===== src/rtl/sipo_deserializer.sv =====
// Serial-in parallel-out deserializer with a one-frame holding register and valid/ready output.
// Frames assemble in a shift register while the previous frame waits in the holding register.
module sipo_deserializer #(
  parameter int WIDTH     = 4,
  parameter bit LSB_FIRST = 1'b1
) (
  input  logic             clk,
  input  logic             rst,
  input  logic             serial_in,
  input  logic             bit_valid,
  input  logic             frame_sync,
  output logic [WIDTH-1:0] parallel_out,
  output logic             out_valid,
  input  logic             out_ready,
  output logic             busy,
  output logic             overrun,
  input  logic             clr_overrun
);

  localparam int CW = (WIDTH > 2) ? $clog2(WIDTH) : 1;

  logic [WIDTH-1:0] shift_reg;
  logic [WIDTH-1:0] shift_base;
  logic [WIDTH-1:0] shift_ins;
  logic [WIDTH-1:0] shift_next;
  logic [CW-1:0]    count_reg;
  logic [CW-1:0]    count_base;
  logic [CW-1:0]    count_next;
  logic [WIDTH-1:0] hold_reg;
  logic             valid_reg;
  logic             valid_next;
  logic             overrun_reg;
  logic             overrun_next;
  logic             frame_done;
  logic             load;
  logic             drop;

  // frame_sync throws away the partial frame before this cycle's bit is taken in
  assign shift_base = frame_sync ? '0 : shift_reg;
  assign count_base = frame_sync ? '0 : count_reg;

  genvar gi;
  generate
    for (gi = 0; gi < WIDTH; gi++) begin : g_shift
      if (LSB_FIRST) begin : g_lsb
        if (gi == WIDTH - 1) begin : g_in
          assign shift_ins[gi] = serial_in;
        end else begin : g_mv
          assign shift_ins[gi] = shift_base[gi+1];
        end
      end else begin : g_msb
        if (gi == 0) begin : g_in
          assign shift_ins[gi] = serial_in;
        end else begin : g_mv
          assign shift_ins[gi] = shift_base[gi-1];
        end
      end
    end
  endgenerate

  assign frame_done = bit_valid && (count_base == CW'(WIDTH - 1));
  // A finished frame can enter the holding register if it is empty or is being drained now
  assign load       = frame_done && (!valid_reg || out_ready);
  assign drop       = frame_done && !load;

  always_comb begin
    shift_next   = shift_base;
    count_next   = count_base;
    valid_next   = valid_reg && !out_ready;
    overrun_next = overrun_reg && !clr_overrun;
    if (bit_valid) begin
      shift_next = shift_ins;
      count_next = frame_done ? '0 : count_base + CW'(1);
    end
    if (load) begin
      valid_next = 1'b1;
    end
    if (drop) begin
      overrun_next = 1'b1;
    end
  end

  always_ff @(posedge clk or negedge rst) begin
    if (!rst) begin
      shift_reg   <= '0;
      count_reg   <= '0;
      hold_reg    <= '0;
      valid_reg   <= 1'b0;
      overrun_reg <= 1'b0;
    end else begin
      shift_reg   <= shift_next;
      count_reg   <= count_next;
      valid_reg   <= valid_next;
      overrun_reg <= overrun_next;
      if (load) begin
        hold_reg <= shift_ins;
      end
    end
  end

  assign parallel_out = hold_reg;
  assign out_valid    = valid_reg;
  assign busy         = (count_reg != '0);
  assign overrun      = overrun_reg;

endmodule


===== config.mk =====
export PLATFORM = sky130hd
export DESIGN_NAME = sipo_deserializer
export DESIGN_NICKNAME = d
export VERILOG_FILES = /design/src/rtl/sipo_deserializer.sv
export SDC_FILE = /design/constraint.sdc
export NUM_CORES = 1
export LEC_CHECK = 0
export ABC_AREA = 1
export CAP_MARGIN = 10
export CORE_AREA = 3 3 40 42
export CTS_BUF_LIST = sky130_fd_sc_hd__clkbuf_16
export DETAILED_ROUTE_END_ITERATION = 12
export DIE_AREA = 0 0 43 45
export PLACE_DENSITY = 0.67
export REMOVE_ABC_BUFFERS = 1
export SYNTH_ARGS = -nofsm -noshare
export SYNTH_HDL_FRONTEND = slang
export SYNTH_SLANG_ARGS = --single-unit

===== constraint.sdc =====
create_clock -name clk -period 1.9 [get_ports clk]
set_input_delay 0.38 -clock clk [delete_from_list [all_inputs] [get_ports clk]]
set_output_delay 0.38 -clock clk [all_outputs]
set_load 0.02 [all_outputs]

==> results_dict.tcl <==
set metrics [dict create \
    period_needed_ns 1.80 \
    ys_ff_latch 11 \
    reg2regPathDepth 7 \
    max_freq_mhz 557 \
    grtUsageTotal 0.122 \
    clkPwrFrac 0.505 \
    largest_register_ffs 4 \
    syn_avg_cell_area_um2 8.62 \
    design_area_um2 711 \
    drv_slew 0 \
    p_leak_nw 0.372 \
    cts_buffer_depth 2 \
    start_kind "register" \
    grt_remaining_overflow 0 \
    drive_above_1_share 0.0959 \
    n_antenna_cell 0 \
    drt-initial-drc-count 7 \
    critPathArrivalTime_ns 1.42 \
    hold_path_end "parallel_out[1]" \
    yosysMostFrequentCell "nand2_1" \
    start_util 0.376 \
    reg2reg_from "count_reg[0]" \
    max_slew.worst_pin.slew_ns 0.514 \
    fin_ws_ns 0.105 \
    synth_top_area_frac 0.570 \
    end_kind "output pin" \
    ys_seq_area_frac 0.570 \
    firstDrtPassIters 3 \
    crit_path_max_fanout 2 \
    cts_tree "yes" \
    port_buffers 13 \
    status "completed" \
    p_comb_frac 0.141 \
    ios 14 \
    synth_top_area_cell "dfrtp_1" \
    intPower_w 0.000582 \
    synthFlopType "dfrtp_1" \
    avgViaCountPerCell 4.53 \
    ys_warn_count 0 \
    grt_pass1_vias 378 \
    antenna_found_initial 0 \
    clk_latency_ns 0.24 \
    ys_async_sr_fraction 1.00 \
    detail-route-antenna-nets 0 \
    slew_headroom 0.657 \
    die_y_um 45 \
    worst-path-buf-inv 1 \
    cp.required_ns 1.52 \
    clkSinkCount 11 \
    rsz0062_at_grt "false" \
    pwr-share-seq 0.354 \
    grt_pass1_wl_um 1610 \
    grt_max_degree 12 \
    fp-row-count 13 \
    wl_per_cell_um 11.2 \
    clockRootBuffer "clkbuf_16" \
    dp.cells 84 \
    power.switching_w 0.000164 \
    clk_pin_slew_ns 0.04 \
    vias 399 \
    swShare 0.220 \
    rr_endpoint "parallel_out[0]" \
    dp_slack_ns 0.115 \
    setup_viol 0 \
    crit_path_max_incr_delay_ns 0.53 \
    crit_chain "or2_2 -> clkdlybuf4s50_1" \
    cts-resized-gates 0 \
    synth_edf_count 0 \
    rrSetupSlack_ns 0.74 \
    path_class "reg -> out" \
    min-delay-start "parallel_out[1]" \
    die_area_mm2 0.00194 \
    drc 0 \
    fin_skew_ns 0.00177 \
    synthTopCellsByArea "dfrtp_1, nand2_1, inv_1, nand3_1, o21ai_0" \
    hold_path_class "reg -> reg" \
    synth_common_cells "nand2_1, dfrtp_1, inv_1, nand3_1" \
    finalCritPeriodShare 0.945 \
    nFillCells 134 \
    synth_area_um2 483 \
    postCtsSetupBuffers 0 \
    synthCells 56 \
    place.gp.congestion 0.723 \
    h-tree-depth 1 \
    cts_buffers 3 \
    fin_hold_ws_ns 0.465 \
    power_density_mw_per_mm2 1050 \
    worstHoldPathCells 2 \
    finalSetupTns_ns 0 \
    final_net_count 82 \
    syn_to_final_growth_pct 47.2 \
    wirelength_um 982 \
    postCtsHoldBufs 0 \
    ys_types 13 \
    cp_top_family "buffers and inverters" \
    stdcell_count 88 \
    place_area_um2 632 \
    dp_hpwl_um 655 \
    cap_violations 0 \
    hold_violations 0 \
    critPathSlowestCell "clkdlybuf4s50_1" \
    die_w_um 43 \
    ir_drop_mv 0.542 \
    core_mm2 0.00128 \
]
worst max-delay path by stage:
stage / startpoint / endpoint / slack (ns) / cells after the start
floorplan: frame_sync / parallel_out[0] / 0.76 / 9
detailed placement: frame_sync / parallel_out[2] / 0.11 / 9
finish: count_reg[1] / busy / 0.10 / 2
CTS: count_reg[1] / busy / 0.09 / 2
global route: count_reg[1] / busy / 0.07 / 2
global placement: frame_sync / parallel_out[2] / 0.12 / 9
worst min-delay path, delay by kind of cell (launching register included):
kind / cells / cell delay (ns)
flip-flops: 1 / 0.33
AND/OR/NAND/NOR: 2 / 0.09
power groups by stage:
stage / Clock (W) / Combinational (W) / Sequential, W
after detailed placement: 0 / 0.000105 / 0.000268
after CTS: 0.000386 / 0.000108 / 0.000265
after floorplan: 0 / 0.0000360 / 0.000281
final: 0.000377 / 0.000105 / 0.000264
after global placement: 0 / 0.000104 / 0.000267
after global routing: 0.000395 / 0.000114 / 0.000266
area by class of cell:
cell class,count,area [µm²],share of cell area
Inverter,10,37.5,0.0528
Clock inverter,1,3.75,0.00528
Timing Repair Buffer,13,130,0.183
Tap cell,15,18.8,0.0264
Clock buffer,3,75.1,0.106
Multi-Input combinational cell,35,170,0.239
Sequential cell,11,275,0.387
per-stage QoR:
stage | util | total power (W)
global route | 0.553 | 0.000775
detailed placement | 0.492 | 0.000373
CTS | 0.553 | 0.000758
floorplan | - | 0.000317
finish | 0.553 | 0.000746
global placement | 0.492 | 0.000371
routing by layer:
layer,up-vias,track usage,share of wire
met5,-,0,0
li1,207,-,-
met3,2,0.0398,0.051
met4,0,0.127,0.024
met1,179,0.120,0.43
met2,11,0.198,0.50
cells in the final DEF (no fill, tap or decap):
master | netlist | layout
nand2_1 | 18 | 18
clkdlybuf4s50_1 | 0 | 13
dfrtp_1 | 11 | 11
inv_1 | 9 | 10
nand3_1 | 5 | 5
nor2_1 | 3 | 3
o21ai_0 | 3 | 3
clkbuf_16 | 0 | 3
or2_2 | 1 | 1
xor2_1 | 1 | 1
nand2_2 | 1 | 1
o22ai_1 | 1 | 1
inv_2 | 1 | 1
nand2_4 | 1 | 1
ha_1 | 1 | 1
logic make-up after synthesis:
logic type                 Yosys count  synth area share
and+or+nand+nor                     29             0.264
DFF                                 11             0.570
buffers and inverters               10            0.0777
AOI/OAI and AO/OA                    4            0.0440
xor gates and xnor gates             1            0.0181
adders and majority gates            1            0.0259
Note: power is estimated with default switching activity, not from simulation.
